$ cat config.mk
export PLATFORM = sky130hd
export DESIGN_NAME = imem_loader
export DESIGN_NICKNAME = d
export VERILOG_FILES = /design/src/rtl/imem_loader.sv
export SDC_FILE = /design/constraint.sdc
export NUM_CORES = 1
export LEC_CHECK = 0
export CORE_MARGIN = 2
export CORE_UTILIZATION = 47
export CTS_BUF_LIST = sky130_fd_sc_hd__clkbuf_4 sky130_fd_sc_hd__clkbuf_8
export DETAILED_ROUTE_END_ITERATION = 6
export HOLD_SLACK_MARGIN = 0.12
export PLACE_DENSITY_LB_ADDON = 0.15
export SLEW_MARGIN = 15
export SYNTH_ARGS = -nofsm -noshare
export SYNTH_HDL_FRONTEND = slang
export SYNTH_SLANG_ARGS = --single-unit
$ cat constraint.sdc
create_clock -name clock -period 8.1 [get_ports clock]
set_clock_uncertainty 0.15 [all_clocks]
set_input_delay 0.81 -clock clock [delete_from_list [all_inputs] [get_ports clock]]
set_output_delay 0.81 -clock clock [all_outputs]
set_load 0.02 [all_outputs]
$ cat src/rtl/imem_loader.sv
// imem_loader: boot-time writer for the instruction memory.
// Receives a framed byte stream (0xA5, LEN_LO, LEN_HI, 4*N data bytes LSB first, CSUM),
// assembles 32-bit little-endian words and writes them to consecutive addresses from 0.
// Holds the processor in reset while a frame is in progress or after an error.
//
// Ports:
//   clock, reset  - system clock, synchronous active-high reset
//   byte_in       - incoming byte, qualified by byte_valid
//   byte_valid    - byte_in valid this cycle
//   byte_ready    - loader can accept a byte (low only in the write cycle)
//   imem_wEn      - one-cycle write strobe to instruction memory
//   imem_addr     - write address (word index)
//   imem_dataIn   - write data (assembled word)
//   cpu_reset     - processor reset request
//   busy          - frame in progress
//   done          - one-cycle pulse on a frame completing with good checksum
//   err           - sticky error, cleared by the next header or by reset
//
// Optional feature: define IMEM_LOADER_TIMEOUT_EN to abort a frame whose inter-byte gap
// reaches TIMEOUT_CYCLES.
module imem_loader #(
  parameter int unsigned ADDR_WIDTH     = 12,
  parameter int unsigned DATA_WIDTH     = 32,
  parameter int unsigned TIMEOUT_CYCLES = 1000000
) (
  input  logic                  clock,
  input  logic                  reset,
  input  logic [7:0]            byte_in,
  input  logic                  byte_valid,
  output logic                  byte_ready,
  output logic                  imem_wEn,
  output logic [ADDR_WIDTH-1:0] imem_addr,
  output logic [DATA_WIDTH-1:0] imem_dataIn,
  output logic                  cpu_reset,
  output logic                  busy,
  output logic                  done,
  output logic                  err
);

  localparam logic [15:0] MaxWords = 16'(2 ** ADDR_WIDTH);

  typedef enum logic [2:0] {StIdle, StLenLo, StLenHi, StData, StWrite, StCsum} state_e;

  state_e                state_q, state_d;
  logic [7:0]            len_lo_q, len_lo_d;
  logic [ADDR_WIDTH:0]   len_q, len_d;
  logic [ADDR_WIDTH-1:0] addr_q, addr_d;
  logic [DATA_WIDTH-1:0] data_q, data_d;
  logic [1:0]            bcnt_q, bcnt_d;
  logic [7:0]            csum_q, csum_d;
  logic                  ready_q, ready_d;
  logic                  wen_q, wen_d;
  logic                  busy_q, busy_d;
  logic                  done_q, done_d;
  logic                  err_q, err_d;
  logic                  cpu_rst_q, cpu_rst_d;

  logic        accept;
  logic        last_word;
  logic        timeout;
  logic [15:0] len_full;

  assign accept    = byte_valid & ready_q;
  assign len_full  = {byte_in, len_lo_q};
  assign last_word = ({1'b0, addr_q} + (ADDR_WIDTH + 1)'(1)) == len_q;

`ifdef IMEM_LOADER_TIMEOUT_EN
  localparam int unsigned TW = $clog2(TIMEOUT_CYCLES + 1);
  logic [TW-1:0] tcnt_q, tcnt_d;

  assign timeout = (state_q != StIdle) && (tcnt_q == TW'(TIMEOUT_CYCLES));

  always_comb begin
    tcnt_d = tcnt_q;
    if (state_q == StIdle || accept) begin
      tcnt_d = '0;
    end else if (!timeout) begin
      tcnt_d = tcnt_q + TW'(1);
    end
  end

  always_ff @(posedge clock) begin
    if (reset) begin
      tcnt_q <= '0;
    end else begin
      tcnt_q <= tcnt_d;
    end
  end
`else
  assign timeout = 1'b0;
`endif

  always_comb begin
    state_d  = state_q;
    len_lo_d = len_lo_q;
    len_d    = len_q;
    addr_d   = addr_q;
    data_d   = data_q;
    bcnt_d   = bcnt_q;
    csum_d   = csum_q;
    err_d    = err_q;
    done_d   = 1'b0;

    unique case (state_q)
      StIdle: begin
        if (accept && byte_in == 8'hA5) begin
          state_d = StLenLo;
          err_d   = 1'b0;
          csum_d  = '0;
        end
      end
      StLenLo: begin
        if (accept) begin
          len_lo_d = byte_in;
          state_d  = StLenHi;
        end
      end
      StLenHi: begin
        if (accept) begin
          len_d  = len_full[ADDR_WIDTH:0];
          addr_d = '0;
          bcnt_d = '0;
          if (len_full > MaxWords) begin
            err_d   = 1'b1;
            state_d = StIdle;
          end else if (len_full == '0) begin
            state_d = StCsum;
          end else begin
            state_d = StData;
          end
        end
      end
      StData: begin
        if (accept) begin
          data_d[{bcnt_q, 3'b000} +: 8] = byte_in;
          csum_d = csum_q ^ byte_in;
          bcnt_d = bcnt_q + 2'd1;
          if (bcnt_q == 2'd3) begin
            state_d = StWrite;
          end
        end
      end
      StWrite: begin
        // The last word keeps its address so a full 4096-word image never wraps to 0.
        if (last_word) begin
          state_d = StCsum;
        end else begin
          state_d = StData;
          addr_d  = addr_q + ADDR_WIDTH'(1);
        end
      end
      StCsum: begin
        if (accept) begin
          state_d = StIdle;
          if (byte_in == csum_q) begin
            done_d = 1'b1;
          end else begin
            err_d = 1'b1;
          end
        end
      end
      default: state_d = StIdle;
    endcase

    if (timeout) begin
      state_d = StIdle;
      err_d   = 1'b1;
    end

    // Outputs are registered from the next state so they line up with the state register.
    busy_d    = (state_d != StIdle);
    ready_d   = (state_d != StWrite);
    wen_d     = (state_d == StWrite);
    cpu_rst_d = busy_d | err_d;
  end

  always_ff @(posedge clock) begin
    if (reset) begin
      state_q   <= StIdle;
      len_lo_q  <= '0;
      len_q     <= '0;
      addr_q    <= '0;
      data_q    <= '0;
      bcnt_q    <= '0;
      csum_q    <= '0;
      ready_q   <= 1'b1;
      wen_q     <= 1'b0;
      busy_q    <= 1'b0;
      done_q    <= 1'b0;
      err_q     <= 1'b0;
      cpu_rst_q <= 1'b1;
    end else begin
      state_q   <= state_d;
      len_lo_q  <= len_lo_d;
      len_q     <= len_d;
      addr_q    <= addr_d;
      data_q    <= data_d;
      bcnt_q    <= bcnt_d;
      csum_q    <= csum_d;
      ready_q   <= ready_d;
      wen_q     <= wen_d;
      busy_q    <= busy_d;
      done_q    <= done_d;
      err_q     <= err_d;
      cpu_rst_q <= cpu_rst_d;
    end
  end

  assign byte_ready  = ready_q;
  assign imem_wEn    = wen_q;
  assign imem_addr   = addr_q;
  assign imem_dataIn = data_q;
  assign cpu_reset   = cpu_rst_q;
  assign busy        = busy_q;
  assign done        = done_q;
  assign err         = err_q;

endmodule

==> flow_summary_export.csv <==
group,metric,value,unit
clocking,cts_resized,0,
die,die_area,0.00972,mm²
synthesis,ys_seq_area_share,40.0,%
routing,drc,0,
sta,fin_crit,3.31,ns
placement,place_congestion,0.825,
synthesis,synth-async-reset-ratio,0,%
placement,dp_hpwl,7320,µm
die,die_x,98.6,µm
placement,placed_cells,668,
clocking,cts_hold_buffers,0,
pwr,p_leak,0.00168,µW
final_layout,multi_input_area,0.00230,mm²
sta,fmax,302,MHz
synthesis,syn-instance-count,537,
sta,hold_violations,0,
pwr,powerDensity,148,mW/mm²
clocking,clock_path_buffers,2,
synthesis,ys.flop_type,"dfxtp_1",
synthesis,synthDistinctLibCells,61,
clocking,clk_latency,0.35,ns
clocking,clk_pin_slew,0.08,ns
synthesis,synth_top_area_cell,"dfxtp_1",
routing,via_per_inst,5.79,
pwr,ir_drop,0.0000991,V
sta,setup_viol,0,
die,core.rowCount,34,
final_layout,diodes,0,
routing,vias,3952,
final_layout,nets,589,
die,core,0.00868,mm²
synthesis,synth_top_area_share,40.0,%
final_layout,area_growth_syn_to_layout,17.7,%
critical_path,end_kind,"flip-flop",
clocking,clockRootBuffer,"clkbuf_8",
critical_path,path_cells,"ha_1, nand3_2, or4_1, a21oi_1, a2111o_1, nand4_2, a211oi_2, mux2_2",
sta,relSlewSlack,37.6,%
synthesis,synth_nets,555,
clocking,post-cts-setup-buffers,0,
clocking,htree_num_levels,3,
clocking,cts_tree,"done",
run,max_cap_violations,0,
critical_path,timing.critical_path.buf_inv,0,
sta,max_slew.worst_pin.slew,0.933,ns
critical_path,cp-start-kind,"flip-flop",
placement,port_buffers,60,
global_routing,antenna_found_initial,0,
global_routing,grt.overflow.total,0,
synthesis,synth_top_cells_by_area,"dfxtp_1 40%, a21oi_1 8.3%, nand2_1 8.2%",
final_layout,final_cell_count_no_fill,683,
critical_path,critPathMaxStageDelay,0.75,ns
routing,route.detailed.wl_per_inst,15.6,µm
routing,antenna_left,0,
critical_path,cp_top_family,"compound AO/OA/AOI/OAI gates",
sta,fin_crit_sh,40.9,%
synthesis,ys_ff_latch,84,
global_routing,grt_max_degree,73,
die,dieHeight,98.6,µm
sta,rsz0062_at_grt,"false",
clocking,cts_buffers,9,
die,io_pins,61,
routing,wl,10700,µm
synthesis,postSynthAreaPerCell,7.83,µm²
run_status,run_status,"finished clean",
critical_path,required,8.24,ns
routing,firstDrtPassIters,5,
final_layout,fill_cells,810,
synthesis,syn-cell-area,0.00421,mm²
die,start_util,48.5,%
hold_path,min_path_type,"reg -> reg",
global_routing,globalRouteTotalUtil,22.2,%
sta,finalSetupTns,0,ns
final_layout,regArea,0.00168,mm²
sta,drv_slew,0,
critical_path,crit_arrival,3.45,ns
critical_path,cp_max_fo,11,
final_layout,drive_above_1_share,5.39,%
clocking,cts_sinks,84,
synthesis,ys_warn_count,0,
final_layout,utilization,57.1,%
routing,drt_iter0_markers,163,
global_routing,grt_pass1_wl,17900,µm
global_routing,grt_pass1_vias,3745,
critical_path,path_class,"reg -> reg",
critical_path,critPathSlowestCell,"a211oi_2",
synthesis,synth_edf_count,0,
[tightest hold or removal path: stages, from the launching register on]
cell and delay [ns]:
dfxtp_1 0.32, nand2_1 0.05, a21oi_1 0.05
[cells by family (layout without fill, tap and decap cells)]
family | count (synthesis) | count (layout) | synth area share (%)
AOI/OAI and AO/OA | 122 | 122 | 18.0
xor gates and xnor gates | 11 | 11 | 2.29
adders and majority gates | 7 | 7 | 2.08
buffers and inverters | 48 | 86 | 5.24
DFF | 84 | 84 | 40.0
muxes | 1 | 1 | 0.268
and+or+nand+nor | 264 | 264 | 32.1
[cells in the mapped netlist (all sizes together), types with 3 or more instances]
library cell,n
a211o,6
a21oi,70
a221o,3
a22oi,5
a31oi,4
and2,4
and3,12
and4,4
buf,13
clkbuf,25
dfxtp,84
ha,7
inv,10
nand2,93
nand2b,7
nand3,52
nand4,7
nor2,32
nor2b,11
nor3,7
nor3b,7
nor4,12
nor4b,3
o21ai,15
or3,5
xnor2,3
xor2,8
[per-layer routing]
layer / GRT usage, % / up-vias / wire (µm)
met5: 0 / - / 0
met4: 7.48 / 0 / 198
met3: 5.25 / 18 / 619
met2: 35.9 / 140 / 5000
met1: 29.4 / 1832 / 4860
li1: - / 1962 / -
[cell type report]
cell class / instances / area share [%]
Timing Repair Buffer: 61 / 12.2
Multi-Input combinational cell: 405 / 46.5
Clock inverter: 6 / 1.34
Tap cell: 108 / 2.73
Inverter: 10 / 0.758
Sequential cell: 84 / 34.0
Clock buffer: 9 / 2.50
[power breakdown]
group / total, µW / switching [µW] / internal [µW]
Combinational: 28.5 / 20.0 / 8.48
Sequential: 413 / 0.205 / 413
Clock: 293 / 152 / 141
[state kept, by name, summed over array words and instances (netlist names), 2 cells and up]
register and flops:
bcnt_q 2, csum_q 8, imem_addr 12, imem_dataIn 32, len_lo_q 8, len_q 13, state_q 3
[through the flow]
step / setup WS (ns) / hold slack, ns / total power (µW) / area (µm²)
after detailed placement: 4.74 / 0.293 / 451 / 4760
after CTS: 4.85 / 0.306 / 743 / 4950
after floorplan: 5.38 / 0.295 / 440 / 4210
after global placement: 4.83 / 0.290 / 450 / 4760
after global routing: 4.58 / 0.331 / 759 / 4950
final: 4.79 / 0.303 / 735 / 4950
[cells in the final DEF, fill, tap and decap left out, types with 9 or more instances in the layout]
cell type        instances
nor2_1                  31
inv_1                   10
nor2b_1                 11
nand2_1                 92
nor4_1                  12
clkdlybuf4s50_1         59
clkbuf_8                 9
o21ai_0                 15
nand3_1                 50
and3_1                  11
dfxtp_1                 84
a21oi_1                 70
[worst paths after layout]
path                                              startpoint                           end  cells after the start  slack [ns]
worst min-delay path            imem_dataIn[23]$_SDFFE_PP0P_  imem_dataIn[23]$_SDFFE_PP0P_                      2        0.30
worst max-delay path               imem_addr[0]$_SDFFE_PP0P_     imem_addr[0]$_SDFFE_PP0P_                      8        4.79
worst min register to register  imem_dataIn[23]$_SDFFE_PP0P_  imem_dataIn[23]$_SDFFE_PP0P_                      2        0.30
worst max register to register     imem_addr[0]$_SDFFE_PP0P_     imem_addr[0]$_SDFFE_PP0P_                      8        4.79
Power figures use the tool's default switching activity.
